**config.mk**
```make
export PLATFORM = sky130hd
export DESIGN_NAME = power_emulator_mmio_flat
export DESIGN_NICKNAME = d
export VERILOG_FILES = /design/src/rtl/power_emulator_mmio_if.sv /design/src/rtl/power_emulator_mmio.sv /design/src/flat_wrapper.sv
export SDC_FILE = /design/constraint.sdc
export NUM_CORES = 1
export LEC_CHECK = 0
export ABC_AREA = 1
export BUFFER_PORTS_ARGS = -buffer_cell sky130_fd_sc_hd__buf_4
export CORE_MARGIN = 5
export CORE_UTILIZATION = 55
export DETAILED_ROUTE_END_ITERATION = 10
export PLACE_DENSITY = 0.86
export SLEW_MARGIN = 30
export SYNTH_ARGS = -nofsm -noshare
export SYNTH_HDL_FRONTEND = slang
export SYNTH_SLANG_ARGS = --single-unit
```
**constraint.sdc**
```tcl
create_clock -name clk -period 11.2 [get_ports clk]
set_input_delay 2.24 -clock clk [delete_from_list [all_inputs] [get_ports clk]]
set_output_delay 2.24 -clock clk [all_outputs]
set_load 0.005 [all_outputs]
```
**src/rtl/power_emulator_mmio_if.sv**
```systemverilog
// Word-addressed MMIO slave bus for power_emulator_mmio.
// Read data is registered inside the slave and holds between reads.
interface power_emulator_mmio_if #(
  parameter int ADDR_W = 4
) ();
  logic              s_read;
  logic              s_write;
  logic [ADDR_W-1:0] s_addr;
  logic [31:0]       s_wdata;
  logic [31:0]       s_rdata;

  modport master (
    output s_read, s_write, s_addr, s_wdata,
    input  s_rdata
  );

  modport slave (
    input  s_read, s_write, s_addr, s_wdata,
    output s_rdata
  );
endinterface

```
**src/rtl/power_emulator_mmio.sv**
```systemverilog
// Multi-channel MMIO front-end: one start/finish sequencer per core, sticky W1C status, level irq.
// Define POWER_EMU_TIMEOUT_EN to build the per-channel WAIT timeout (limit in CFG[31:16]).
//   state    | meaning
//   ST_IDLE  | channel free, accepts a CTRL start
//   ST_START | core_start asserted for this one cycle
//   ST_WAIT  | waiting for core_fin (or the timeout limit)
module power_emulator_mmio #(
  parameter int CH     = 2,
  parameter int RES_W  = 36,
  parameter int ADDR_W = 4
) (
  input  logic                 clk,
  input  logic                 reset,
  power_emulator_mmio_if.slave bus,
  output logic                 irq,
  output logic [CH-1:0]        core_start,
  input  logic [CH-1:0]        core_fin,
  input  logic [CH*RES_W-1:0]  core_result
);
  localparam int WPR    = (RES_W + 31) / 32;
  localparam int NWORDS = CH * WPR;

  typedef enum logic [1:0] {ST_IDLE, ST_START, ST_WAIT} state_t;

  state_t [CH-1:0]            r_state;
  logic   [CH-1:0][RES_W-1:0] r_result;
  logic   [CH-1:0]            r_done;
  logic   [CH-1:0]            r_err_busy;
  logic   [CH-1:0]            r_irq_en;
  logic   [CH-1:0]            r_core_start;
  logic                       r_irq;
  logic   [31:0]              r_rdata;

  logic [ADDR_W-1:0]         w_addr;
  logic                      w_wr_ctrl, w_wr_status, w_wr_err, w_wr_cfg;
  logic [CH-1:0]             w_busy, w_req, w_clr_done, w_clr_err_busy, w_err_tmo;
  logic [31:0]               w_status, w_err, w_cfg, w_rdata;
  logic [CH-1:0][WPR*32-1:0] w_pad;
  logic [NWORDS-1:0][31:0]   w_words;
  logic                      w_unused;

  assign w_addr      = bus.s_addr;
  assign w_wr_ctrl   = bus.s_write && (w_addr == ADDR_W'(0));
  assign w_wr_status = bus.s_write && (w_addr == ADDR_W'(1));
  assign w_wr_err    = bus.s_write && (w_addr == ADDR_W'(2));
  assign w_wr_cfg    = bus.s_write && (w_addr == ADDR_W'(3));

  assign w_req          = w_wr_ctrl   ? bus.s_wdata[CH-1:0]   : '0;
  assign w_clr_done     = w_wr_status ? bus.s_wdata[16 +: CH] : '0;
  assign w_clr_err_busy = w_wr_err    ? bus.s_wdata[CH-1:0]   : '0;
  assign w_unused       = ^bus.s_wdata;

`ifdef POWER_EMU_TIMEOUT_EN
  logic [CH-1:0][15:0] r_cnt;
  logic [CH-1:0]       r_err_tmo;
  logic [15:0]         r_limit;
  logic [CH-1:0]       w_clr_err_tmo;

  assign w_clr_err_tmo = w_wr_err ? bus.s_wdata[16 +: CH] : '0;
  assign w_err_tmo     = r_err_tmo;
`else
  assign w_err_tmo = '0;
`endif

  always_comb begin
    for (int c = 0; c < CH; c++) begin
      w_busy[c] = (r_state[c] != ST_IDLE);
      w_pad[c]  = (WPR*32)'(r_result[c]);
    end
  end

  assign w_words = w_pad;

  always_comb begin
    w_status = '0;
    w_status[CH-1:0]  = w_busy;
    w_status[16 +: CH] = r_done;
    w_err = '0;
    w_err[CH-1:0]  = r_err_busy;
    w_err[16 +: CH] = w_err_tmo;
    w_cfg = '0;
    w_cfg[CH-1:0] = r_irq_en;
`ifdef POWER_EMU_TIMEOUT_EN
    w_cfg[31:16] = r_limit;
`endif
  end

  // CTRL and unmapped addresses fall through to zero.
  always_comb begin
    w_rdata = '0;
    if (w_addr == ADDR_W'(1)) w_rdata = w_status;
    if (w_addr == ADDR_W'(2)) w_rdata = w_err;
    if (w_addr == ADDR_W'(3)) w_rdata = w_cfg;
    for (int w = 0; w < NWORDS; w++) begin
      if (w_addr == ADDR_W'(4 + w)) w_rdata = w_words[w];
    end
  end

  always_ff @(posedge clk or posedge reset) begin
    if (reset) begin
      r_rdata <= '0;
    end else if (bus.s_read) begin
      r_rdata <= w_rdata;
    end
  end

  // Sticky bits clear first; same-cycle sets below override the W1C.
  always_ff @(posedge clk or posedge reset) begin
    if (reset) begin
      for (int c = 0; c < CH; c++) r_state[c] <= ST_IDLE;
      r_result     <= '0;
      r_done       <= '0;
      r_err_busy   <= '0;
      r_irq_en     <= '0;
      r_core_start <= '0;
      r_irq        <= 1'b0;
`ifdef POWER_EMU_TIMEOUT_EN
      r_cnt     <= '0;
      r_err_tmo <= '0;
      r_limit   <= '0;
`endif
    end else begin
      r_core_start <= '0;
      r_done       <= r_done & ~w_clr_done;
      r_err_busy   <= (r_err_busy & ~w_clr_err_busy) | (w_req & w_busy);
      r_irq        <= |(r_done & r_irq_en);
      if (w_wr_cfg) r_irq_en <= bus.s_wdata[CH-1:0];
`ifdef POWER_EMU_TIMEOUT_EN
      r_err_tmo <= r_err_tmo & ~w_clr_err_tmo;
      if (w_wr_cfg) r_limit <= bus.s_wdata[31:16];
`endif
      for (int c = 0; c < CH; c++) begin
        case (r_state[c])
          ST_IDLE: begin
            if (w_req[c]) begin
              r_state[c]      <= ST_START;
              r_core_start[c] <= 1'b1;
            end
          end
          ST_START: begin
            r_state[c] <= ST_WAIT;
`ifdef POWER_EMU_TIMEOUT_EN
            r_cnt[c] <= '0;
`endif
          end
          ST_WAIT: begin
            if (core_fin[c]) begin
              r_state[c]  <= ST_IDLE;
              r_result[c] <= core_result[c*RES_W +: RES_W];
              r_done[c]   <= 1'b1;
            end
`ifdef POWER_EMU_TIMEOUT_EN
            else if ((r_limit != 16'd0) && (r_cnt[c] + 16'd1 == r_limit)) begin
              r_state[c]   <= ST_IDLE;
              r_err_tmo[c] <= 1'b1;
            end else begin
              r_cnt[c] <= r_cnt[c] + 16'd1;
            end
`endif
          end
          default: r_state[c] <= ST_IDLE;
        endcase
      end
    end
  end

  assign core_start  = r_core_start;
  assign irq         = r_irq;
  assign bus.s_rdata = r_rdata;
endmodule

```
**src/flat_wrapper.sv**
```systemverilog
// flat-port wrapper written by rule: the top's interface ports become plain ports
module power_emulator_mmio_flat 
#(
  parameter int CH     = 2,
  parameter int RES_W  = 36,
  parameter int ADDR_W = 4
)
  (clk, reset, irq, core_start, core_fin, core_result, bus_s_read, bus_s_write, bus_s_addr, bus_s_wdata, bus_s_rdata);
  power_emulator_mmio_if #(.ADDR_W(ADDR_W)) bus_i ();
  input  logic clk;
  input  logic reset;
  output logic irq;
  output logic [CH-1:0] core_start;
  input  logic [CH-1:0] core_fin;
  input  logic [CH*RES_W-1:0] core_result;
  input wire logic [$bits(bus_i.s_read)-1:0] bus_s_read;
  input wire logic [$bits(bus_i.s_write)-1:0] bus_s_write;
  input wire logic [$bits(bus_i.s_addr)-1:0] bus_s_addr;
  input wire logic [$bits(bus_i.s_wdata)-1:0] bus_s_wdata;
  output wire logic [$bits(bus_i.s_rdata)-1:0] bus_s_rdata;
  assign bus_i.s_read = bus_s_read;
  assign bus_i.s_write = bus_s_write;
  assign bus_i.s_addr = bus_s_addr;
  assign bus_i.s_wdata = bus_s_wdata;
  assign bus_s_rdata = bus_i.s_rdata;
  power_emulator_mmio #(.CH(CH), .RES_W(RES_W), .ADDR_W(ADDR_W)) u_core (.clk(clk), .reset(reset), .bus(bus_i), .irq(irq), .core_start(core_start), .core_fin(core_fin), .core_result(core_result));
endmodule
```
### Yosys cells after proc, flatten, opt, wreduce, memory -nomap -nowiden

Cells that the tools add are included.

* equality and inequality tests: 15
* multiplexer cells: 24
* bitwise operators: 7
* reductions and logical operators: 14

Operator list (number)
* $mux 32: 4
* $mux 18: 3
* $eq 4x3->1 const B: 4
* $mux 2: 7
* $pmux 2 s3: 2
* $and 2x2->2: 4
* $eq 4x2->1 const B: 2
* $mux 1: 8
* $reduce_and 2->1: 4
* $eq 2x1->1 const B: 2
* $eq 2x2->1 const B: 2
* $eq 4x1->1 const B: 1
* $logic_and 1x1->1: 4
* $logic_not 2->1: 2
* $logic_not 4->1: 1
* $ne 2x1->1 const B: 2
* $ne 2x2->1 const B: 2
* $not 2->2: 2
* $reduce_bool 2->1: 2
* $or 2x2->2: 1
* $reduce_or 2->1: 1

* flip-flop bits (word level): 117
* input bits: 114
* logic and storage cells: 70

### Longest topological paths before layout

Gate-level depths: netlist of run 1.

* word-level depth: 8
* gate-level depth with buffers: 9
* gate-level depth less buffers: 8

### Worst setup path after synthesis of run 1

OpenSTA, ideal clock, no wires.

* path kind: input port to flip-flop
* start point: input port bus_s_addr[2]
* end point: register u_core.r_rdata[22] (netlist: u_core.bus.s_rdata[22])
* setup time: 117 ps
* arrival: 2936 ps
* data required time: 11083 ps
* slack: 8147 ps
* cell stages on the path: 7
* path buffers: 0
* cells stage by stage: inv_2 -> nor2_4 -> nand2_2 -> clkinv_1 -> a22o_1 -> nand2_1 -> nand2_1

* longest elaborated chain between the ends: 5
* elaborated cells on any way between the ends: 8
* classes of those cells: eq/ne: 4; mux: 4

Ends and longest elaborated chain
* start: declaration: RTL line flat_wrapper.sv:18 `input wire logic [$bits(bus_i.s_addr)-1:0] bus_s_addr;`
* $eq 4x3->1: RTL line power_emulator_mmio.sv:95 `if (w_addr == ADDR_W'(4 + w)) w_rdata = w_words[w];`
* $mux 32 (3 in a row): RTL line power_emulator_mmio.sv:95
* $mux 32 *: RTL line power_emulator_mmio.sv:95
* end signal: assignment: RTL line power_emulator_mmio.sv:103 `r_rdata <= w_rdata;`
* end: declaration: RTL line power_emulator_mmio.sv:32 `logic [31:0] r_rdata;`

Every way passes the cells marked *; elsewhere a longest branch is shown, timed or not.
A chain may end at the register's enable or synchronous reset.

### Worst setup path after layout of run 1

* start point: input port bus_s_addr[2]
* end point: register u_core.r_rdata[29] (netlist: u_core.bus.s_rdata[29])

The elaborated chain is that of the path after synthesis.

==> impl_metrics.ini, run 1 <==
[cts]
cts_root_buf = clkbuf_8
postCtsSetupRepairBufs = 0
cts_hold_buf = 0
cts_htree_levels = 4
cts_buffers = 17
path_clk_slew_ns = 0.06
cts_tree = yes
clk_latency_ns = 0.51
cts_resized = 0
clkSinkCount = 117
clock_path_buffers = 2

[power]
peakVddDrop_mv = 0.143
p_leak_uw = 0.00341
power_density_nw_per_um2 = 226

[final_layout]
postLayoutCellArea_um2 = 6410
fillers = 584
multi_input_area_um2 = 1630
antenna_cells_inserted = 0
seqCellArea_um2 = 2930
instances_no_fill = 757
drive_gt1_frac = 0.293
syn_to_final_growth_pct = 30.7
fin_nets = 750

[synth]
yosysTopAreaCell = dfrtp_1
ys_seq_area_frac = 0.597
synth_ff_type = dfrtp_1
synth_top_area_share = 0.597
synth_edf_count = 0
yosysUniqueCellTypes = 26
synth_nets = 632
synth-seq-cells = 117
synth_warnings = 0
netlist_area_um2 = 4900
synth_area_leaders = dfrtp_1 60%, nand2_1 8.1%, mux2_2 5.7%
syn_inst = 518
avgSynthCellArea_um2 = 9.47
async_flop_share = 1.00

[timing]
drv_slew = 0
fin_skew_ns = 0.00544
max_slew_margin = 0.492
fin_crit_ns = 3.34
hold_viol = 0
max_freq_mhz = 300
period_share = 0.298
setup_viol = 0
tightest_slew_ns = 0.762
fin_hold_ws_ns = 0.480
worst_slack_ns = 7.86
tns_ns = 0
rsz0062_at_grt = false

[routing]
drtAntennaViolNets = 0
wire_per_inst_um = 15.9
vias = 3947
drc = 0
drt_iter0_markers = 177
first_pass_iters = 4
vias_per_cell = 5.21
routed_wl_um = 12000

[grt]
grt_pass1_wl_um = 20200
met3_usage = 0.0732
grt_start_max_net_pins = 63
grt_util_all_layers = 0.229
antenna_found_initial = 0
top_usage_layer = met2
grt_pass1_vias = 4169
met1_usage = 0.290
grtUsageMet2 = 0.373
overflow = 0

[floorplanning]
fp.dieH_um = 104
row_count = 34
core_um2 = 8720
ioPinCount = 149
die_x_um = 104
die_area_um2 = 10900
start_util = 0.562

[outcome]
status = complete, no violations

[setup_path]
timing.rr.start = u_core.r_state[0]$_DFFE_PP0P_
cp_max_fo = 23
worstSetupPathType = primary input to flip-flop
cp_slowest_cell = clkinv_1
cp-start-kind = primary input
crit_required_ns = 11.60
crit_top_cell = nand2_1
max_stage_delay_ns = 0.45
end_kind = flip-flop
cp_cell_sequence = buf_4 > inv_2 > nor2_4 > nand2_2 > clkinv_1 > a22o_1 > nand2_1 > nand2_1
cp_data_arrival_time_ns = 3.74
startpoint = bus_s_addr[2]

[hold_path]
worst_hold_path_type = flip-flop to flip-flop
min_from = u_core.bus.s_rdata[24]$_DFFE_PP0P_

[placed_design]
gp_congestion = 0.814
placed_cells_incl_taps = 725
place_ws_ns = 7.32
post-dp-hpwl_um = 7740
placed_area_um2 = 5850
port_buffers = 120

[run]
maxCapViolations = 0
## sequential cells by signal, indices dropped and copies added (netlist names)
name,count
u_core.irq,1
u_core.r_result,72
u_core.r_state,4
u_core.core_start,2
u_core.bus.s_rdata,32
u_core.r_done,2
u_core.r_irq_en,2
u_core.r_err_busy,2
## cell usage after synthesis (2+ instances only)
master    instances
nor4_1            2
nor3_1            3
nor2_2            2
a22o_1           10
nand2_1         106
o21ai_1           4
buf_6             2
clkbuf_1         12
o21ai_0          10
mux2_2           25
a21oi_1          56
inv_1            61
o21a_1            2
nor2_1           58
buf_2             9
nand3_1          13
o22ai_1          18
dfrtp_1         117
## routing by layer
metal,wire [um],share of wire
met1,5040,0.42
met2,6000,0.50
met3,811,0.067
met4,164,0.014
met5,0,0
## cell usage in the layout, fill, tap and decap left out, types with 2 or more instances in the layout
cell type   count
clkinvlp_4      5
inv_2           2
o22ai_1        18
mux2_2         25
inv_6           6
clkinv_4        3
nor2_2          2
nor3_1          3
a21oi_1        56
nor4_1          2
inv_1          59
a22o_1         10
nand3_1        12
nand2_1       106
o21ai_1         4
o21a_1          2
dfrtp_1       117
buf_4         122
nor2_1         58
clkbuf_16      16
o21ai_0        10
## critical path: cells and delay by family
family / cells / cell delay (ns)
buffers and inverters: 3 / 0.63
and+or+nand+nor: 4 / 0.55
AOI/OAI and AO/OA: 1 / 0.31
## area by class of cell
| class | count | share of cell area |
|---|---|---|
| tap | 108 | 0.0211 |
| timing repair buffer | 122 | 0.143 |
| inverter | 64 | 0.0381 |
| clock buffer | 17 | 0.0646 |
| multi-input combinational | 314 | 0.254 |
| sequential | 117 | 0.457 |
| clock inverter | 15 | 0.0228 |
## power breakdown
part	internal, uW	switching [uW]	leakage [uW]	total, uW
logic	144	166	0.00175	309
clock network	299	209	0.000259	508
registers	569	63.6	0.00140	633
total	1010	438	0.00341	1450
## stage by stage
| stage | util | power (uW) |
|---|---|---|
| finish | 0.735 | 1450 |
| global route | 0.735 | 1530 |
| CTS | 0.735 | 1460 |
| detailed placement | 0.671 | 945 |
| global placement | 0.671 | 919 |
| floorplan | - | 837 |
## cell families after synthesis
family / count (synthesis) / share of synthesized area
mux: 25 / 0.0574
simple gates: 189 / 0.158
buf+inv: 87 / 0.0722
compound gates: 100 / 0.115
flops: 117 / 0.597
## path summary, 6_finish.rpt
| kind | to | slack (ns) | cells after the start |
|---|---|---|---|
| worst max-delay path | u_core.bus.s_rdata[29]$_DFFE_PP0P_ | 7.86 | 8 |
| worst min-delay path | u_core.bus.s_rdata[24]$_DFFE_PP0P_ | 0.48 | 2 |
| worst max register to register | u_core.r_result[32]$_DFFE_PP0P_ | 9.46 | 3 |
| worst min register to register | u_core.bus.s_rdata[24]$_DFFE_PP0P_ | 0.48 | 2 |
| max in group asynchronous | u_core.r_state[2]$_DFFE_PP0P_ | 8.12 | 3 |
| min in group asynchronous | u_core.r_result[34]$_DFFE_PP0P_ | 1.83 | 2 |
Power figures use the tool's default switching activity.
==> run 2, diff against run 1 <==
--- a/config.mk
+++ b/config.mk
@@ -5,12 +5,12 @@
 export SDC_FILE = /design/constraint.sdc
 export NUM_CORES = 1
 export LEC_CHECK = 0
-export ABC_AREA = 1
+export ABC_AREA = 0
 export BUFFER_PORTS_ARGS = -buffer_cell sky130_fd_sc_hd__buf_4
 export CORE_MARGIN = 5
-export CORE_UTILIZATION = 55
+export CORE_UTILIZATION = 51
 export DETAILED_ROUTE_END_ITERATION = 10
-export PLACE_DENSITY = 0.86
+export PLACE_DENSITY = 0.8
 export SLEW_MARGIN = 30
 export SYNTH_ARGS = -nofsm -noshare
 export SYNTH_HDL_FRONTEND = slang
==> constraint.sdc (replaced) <==
create_clock -name clk -period 3.3 [get_ports clk]
set_input_delay 0.66 -clock clk [delete_from_list [all_inputs] [get_ports clk]]
set_output_delay 0.66 -clock clk [all_outputs]
set_load 0.005 [all_outputs]
==> run 2 against run 1 <==
Worst setup slack lost 6.4 ns. Critical path depth is 2 lower. Largest power group unchanged. Non-clock buffer count increased by 8.
==> impl_metrics.ini, run 2 <==
[outcome]
status = complete, no violations

[routing]
routed_wl_um = 11700
first_pass_iters = 4
drt_iter0_markers = 113
vias_per_cell = 5.40
wire_per_inst_um = 18.2
drc = 0
drtAntennaViolNets = 0
vias = 3460

[synth]
yosysMostFrequentCell = dfrtp_1
yosysUniqueCellTypes = 36
synth_ff_type = dfrtp_1
ys_seq_area_frac = 0.585
syn_inst = 369
synth_warnings = 0
avgSynthCellArea_um2 = 13.6
async_flop_share = 1.00
synth_nets = 483
yosys-top-cells-count = 117 x dfrtp_1, 75 x mux2_2, 34 x inv_1
synth-seq-cells = 117
synth_edf_count = 0
synth_top_area_share = 0.585
yosysTopAreaCell = dfrtp_1
synth_area_leaders = dfrtp_1 59%, mux2_2 17%, a22oi_1 2.9%
netlist_area_um2 = 5000

[power]
switchingPower_uw = 1000
p_int_uw = 3100
clkPwrFrac = 0.432
power_frac_seq = 0.444
p_comb_frac = 0.124
power_density_nw_per_um2 = 621
p_leak_uw = 0.00312
fin_total_pwr_uw = 4110
sw_frac_of_total = 0.245
peakVddDrop_mv = 0.428

[timing]
setup_viol = 0
max_slew_margin = 0.568
tns_ns = 0
drv_slew = 0
fin_crit_ns = 1.84
tightest_slew_ns = 0.645
rsz0062_at_grt = false
period_share = 0.557
fin_skew_ns = 0.00772
fin_hold_ws_ns = 0.208
max_freq_mhz = 544
worst_slack_ns = 1.46
hold_viol = 0

[setup_path]
startpoint = bus_s_addr[3]
end_kind = flip-flop
cp_slowest_cell = nor3_4
cp_cell_sequence = buf_4 > nand2b_2 > nor3_4 > buf_4 > a22oi_1 > o22ai_1
crit_required_ns = 3.71
critPathBufInv = 2
cp_top_family = simple AND/OR/NAND/NOR gates
reg2reg_slack_ns = 1.89
cp_data_arrival_time_ns = 2.25
timing.rr.start = u_core.r_state[0]$_DFFE_PP0P_
worstSetupPathType = primary input to flip-flop
cp_max_fo = 14
r2r_end = u_core.r_result[17]$_DFFE_PP0P_
reg2regPathDepth = 3
cp_num_cells = 6
cp-start-kind = primary input
max_stage_delay_ns = 0.53
crit_top_cell = buf_4
crit_path_end = u_core.bus.s_rdata[20]$_DFFE_PP0P_

[final_layout]
top_register = u_core.r_result
instances_no_fill = 641
fin_nets = 609
final_common_cell = buf_4
fillers = 705
drive_gt1_frac = 0.526
syn_to_final_growth_pct = 32.2
largest_reg_flops = 72
final_cell_mix = 130 x buf_4, 117 x dfrtp_1, 75 x mux2_2, 33 x inv_1, 21 x o22ai_1
antenna_cells_inserted = 0

[run]
maxCapViolations = 0

[floorplanning]
fp.dieH_um = 109
row_count = 36
die_area_um2 = 11900
die_x_um = 109
core_um2 = 9680
ioPinCount = 149
start_util = 0.517

[cts]
cts_buffers = 17
postCtsSetupRepairBufs = 0
clkSinkCount = 117
clock_path_buffers = 2
cts_hold_buf = 0
cts_tree = yes
clk_latency_ns = 0.50
cts_root_buf = clkbuf_8
path_clk_slew_ns = 0.06
cts_htree_levels = 4
cts_resized = 0

[grt]
grt_pass1_vias = 3719
antenna_found_initial = 0
overflow = 0
grt_pass1_wl_um = 18700
grt_util_all_layers = 0.209
grt_start_max_net_pins = 50

[placed_design]
placed_cells_incl_taps = 609
post-dp-hpwl_um = 7810
port_buffers = 120
place_ws_ns = 0.956
gp_congestion = 0.787

[hold_path]
worst_hold_path_type = primary input to asynchronous set/reset pin
==> run 2: cell types whose count changed in the layout (fill, tap and decap cells not counted), sizes merged, moves of 4 or more <==
cell    before  now
a21oi       56    2
a22o        10    3
a22oi        0   29
a31oi        0    4
buf        122  130
inv         68   37
mux2        25   75
nand2      108    7
nand2b       0    5
nand3       13    1
nor2        61    7
o21ai       14    1
o22ai       18   31
==> run 2: per-stage QoR <==
step | cell area, um2 | util
floorplan | 5010 | -
global placement | 6030 | 0.623
detailed placement | 6030 | 0.623
CTS | 6610 | 0.683
global route | 6610 | 0.683
finish | 6610 | 0.683
==> run 2: kinds of logic (layout without fill, tap and decap cells) <==
| logic type | Yosys count | count (layout) | synth area share |
|---|---|---|---|
| AO/OA/AOI/OAI | 78 | 78 | 0.134 |
| multiplexers | 80 | 80 | 0.184 |
| flip-flops | 117 | 117 | 0.585 |
| buffers and inverters | 57 | 196 | 0.0523 |
| AND/OR/NAND/NOR | 37 | 37 | 0.0445 |
==> run 2: worst min path at each step <==
stage               slack, ns                         endpoint  cells past startpoint                       startpoint
floorplan                0.46    u_core.r_state[3]$_DFFE_PP0P_                      1    u_core.r_state[2]$_DFFE_PP0P_
global route             0.23   u_core.core_start[0]$_DFF_PP0_                      2                            reset
global placement         0.47    u_core.r_state[3]$_DFFE_PP0P_                      1    u_core.r_state[2]$_DFFE_PP0P_
finish                   0.21   u_core.r_result[3]$_DFFE_PP0P_                      2                            reset
detailed placement       0.49  u_core.r_result[68]$_DFFE_PP0P_                      1  u_core.r_result[68]$_DFFE_PP0P_
CTS                      0.20   u_core.r_result[3]$_DFFE_PP0P_                      2                            reset
==> run 2: cell type report <==
type / count / area [um2] / area share
Clock buffer: 19 / 432 / 0.0653
Clock inverter: 13 / 148 / 0.0223
Inverter: 34 / 131 / 0.0199
Multi-Input combinational cell: 195 / 1830 / 0.277
Sequential cell: 117 / 2930 / 0.443
Tap cell: 133 / 166 / 0.0252
Timing Repair Buffer: 130 / 976 / 0.148
==> run 2: worst reg2reg max path: stages (launching register included) <==
cell      delay (ns)
dfrtp_1         0.39
nand3b_1        0.15
buf_4           0.34
mux2_2          0.40
==> run 2: power by group through the flow <==
stage	clock network (uW)	registers, uW	logic, uW
after floorplan	0	1810	331
after global placement	0	1830	492
after detailed placement	0	1840	514
after CTS	1810	1820	519
after global routing	1870	1850	561
final	1780	1820	510
==> run 2: metal layers <==
layer | GRT usage | part of all wire | routed length, um | vias up
met5 | 0 | 0 | 0 | -
met4 | 0.0649 | 0.013 | 152 | 0
met3 | 0.0675 | 0.065 | 753 | 11
met2 | 0.347 | 0.51 | 5970 | 108
met1 | 0.261 | 0.41 | 4780 | 1754
li1 | - | - | - | 1587
==> run 3, diff against run 2 <==
--- a/config.mk
+++ b/config.mk
@@ -8,9 +8,9 @@
 export ABC_AREA = 0
 export BUFFER_PORTS_ARGS = -buffer_cell sky130_fd_sc_hd__buf_4
 export CORE_MARGIN = 5
-export CORE_UTILIZATION = 51
+export CORE_UTILIZATION = 46
 export DETAILED_ROUTE_END_ITERATION = 10
-export PLACE_DENSITY = 0.8
+export PLACE_DENSITY = 0.76
 export SLEW_MARGIN = 30
 export SYNTH_ARGS = -nofsm -noshare
 export SYNTH_HDL_FRONTEND = slang
==> constraint.sdc (replaced) <==
create_clock -name clk -period 1.6 [get_ports clk]
set_input_delay 0.32 -clock clk [delete_from_list [all_inputs] [get_ports clk]]
set_output_delay 0.32 -clock clk [all_outputs]
set_load 0.005 [all_outputs]
==> run 3 against run 2 <==
Cell count grew 2.0%. Flip-flop and latch count is the same. Worst hold slack lost 0.18 ns. Final area grew 3.0%. Critical path type is now flip-flop to flip-flop. Clock skew shrank 0.0012 ns.
==> impl_metrics.ini, run 3 (synthesized netlist as in run 2, its figures left out) <==
[outcome]
status = complete, no violations

[power]
p_leak_uw = 0.00322
power_density_nw_per_um2 = 1300
peakVddDrop_mv = 0.717

[hold_path]
holdPathEnd = u_core.r_err_busy[1]$_DFF_PP0_
worst_hold_path_type = primary input to flip-flop
min_from = bus_s_wdata[1]
hold_depth = 2

[cts]
clock_path_buffers = 2
cts_htree_levels = 4
cts_tree = yes
postCtsSetupRepairBufs = 0
cts_root_buf = clkbuf_8
path_clk_slew_ns = 0.06
cts_hold_buf = 1
cts_buffers = 17
cts_resized = 0
clkSinkCount = 117
clk_latency_ns = 0.50

[final_layout]
antenna_cells_inserted = 0
instances_no_fill = 654
fillers = 851
multi_input_area_um2 = 1830
final_core_util = 0.634
syn_to_final_growth_pct = 36.1
seqCellArea_um2 = 2930
top_register = u_core.r_result
largest_reg_flops = 72
final_cell_mix = 129 x buf_4, 117 x dfrtp_1, 75 x mux2_2, 33 x inv_1, 21 x o22ai_1
drive_gt1_frac = 0.527
fin_nets = 616
postLayoutCellArea_um2 = 6810
final_common_cell = buf_4

[floorplanning]
fp.dieH_um = 114
row_count = 38
die_area_um2 = 13100
start_util = 0.466
die_x_um = 114
ioPinCount = 149
core_um2 = 10700

[setup_path]
max_stage_delay_ns = 0.42
cp_cell_sequence = nand3b_1 > buf_12 > mux2_2
worstSetupPathType = flip-flop to flip-flop
crit_required_ns = 1.98
cp_top_family = flip-flops
cp_num_cells = 3
reg2reg_slack_ns = 0.23
reg2regPathDepth = 3
cp_slowest_cell = dfrtp_1
end_kind = flip-flop
cp_data_arrival_time_ns = 1.74
cp_max_fo = 19
critPathBufInv = 1
cp-start-kind = flip-flop
r2r_end = u_core.r_result[1]$_DFFE_PP0P_
timing.rr.start = u_core.r_state[1]$_DFFE_PP0P_

[placed_design]
placed_cells_incl_taps = 622
gp_congestion = 0.765
placed_area_um2 = 6170
port_buffers = 120
post-dp-hpwl_um = 8140

[timing]
rsz0062_at_grt = false
max_freq_mhz = 733
setup_viol = 0
tightest_slew_ns = 0.472
drv_slew = 0
period_share = 0.853
fin_skew_ns = 0.00654
max_slew_margin = 0.685
hold_viol = 0
fin_crit_ns = 1.37
tns_ns = 0

[routing]
drt_iter0_markers = 200
drc = 0
first_pass_iters = 6
wire_per_inst_um = 18.0
vias_per_cell = 5.21
vias = 3406
drtAntennaViolNets = 0
routed_wl_um = 11800

[grt]
antenna_found_initial = 0
grt_pass1_vias = 3776
grt_util_all_layers = 0.193
grt_start_max_net_pins = 90
grt_pass1_wl_um = 19300
overflow = 0

[run]
maxCapViolations = 0
==> run 3: changes by cell type in the layout (fill, tap and decap cells not counted) <==
cell and change:
buf_12 +7, buf_4 -1, bufinv_16 +3, clkbuf_1 +1, clkbuf_8 +1, clkinv_2 +2
clkinv_4 -4, dlygate4sd3_1 +1, inv_6 -4
==> run 3: worst max path at each step <==
stage                                                 start                                 to  slack [ns]
after CTS                 u_core.bus.s_rdata[0]$_DFFE_PP0P_                     bus_s_rdata[0]        0.21
final                         u_core.r_state[1]$_DFFE_PP0P_     u_core.r_result[1]$_DFFE_PP0P_        0.23
after global routing      u_core.bus.s_rdata[8]$_DFFE_PP0P_                     bus_s_rdata[8]        0.18
after global placement                        bus_s_addr[3]     u_core.r_irq_en[0]$_DFFE_PP0P_        0.08
after floorplan                                       reset  u_core.bus.s_rdata[0]$_DFFE_PP0P_       -0.15
after detailed placement                      bus_s_addr[3]      u_core.r_state[2]$_DFFE_PP0P_        0.06
==> run 3: final cells by class <==
cell class                 instances  area share
timing repair buffer             137       0.164
inverter                          34      0.0193
clock inverter                    10      0.0261
tap                              140      0.0257
clock buffer                      21      0.0660
multi-input combinational        195       0.269
sequential                       117       0.430
==> run 3: layer usage <==
layer,track usage,up-vias,part of all wire,wire [um]
met3,0.0756,7,0.072,847
met1,0.244,1699,0.43,5060
met2,0.310,108,0.49,5830
li1,-,1592,-,-
met5,0,-,0,0
met4,0.0507,0,0.0054,64
==> run 3: where the power goes <==
group          switching, uW  total, uW  internal [uW]
sequential               293       3760           3470
combinational            401       1080            674
clock                   1240       3990           2750
==> run 3: metrics by stage <==
stage / setup slack [ns] / hold slack (ns) / total power (uW)
final: 0.235 / 0.0325 / 8830
after global routing: 0.180 / 0.00261 / 9240
after CTS: 0.214 / 0.00683 / 8930
after detailed placement: 0.0576 / 0.474 / 4890
after global placement: 0.0788 / 0.465 / 4810
after floorplan: -0.147 / 0.415 / 4410
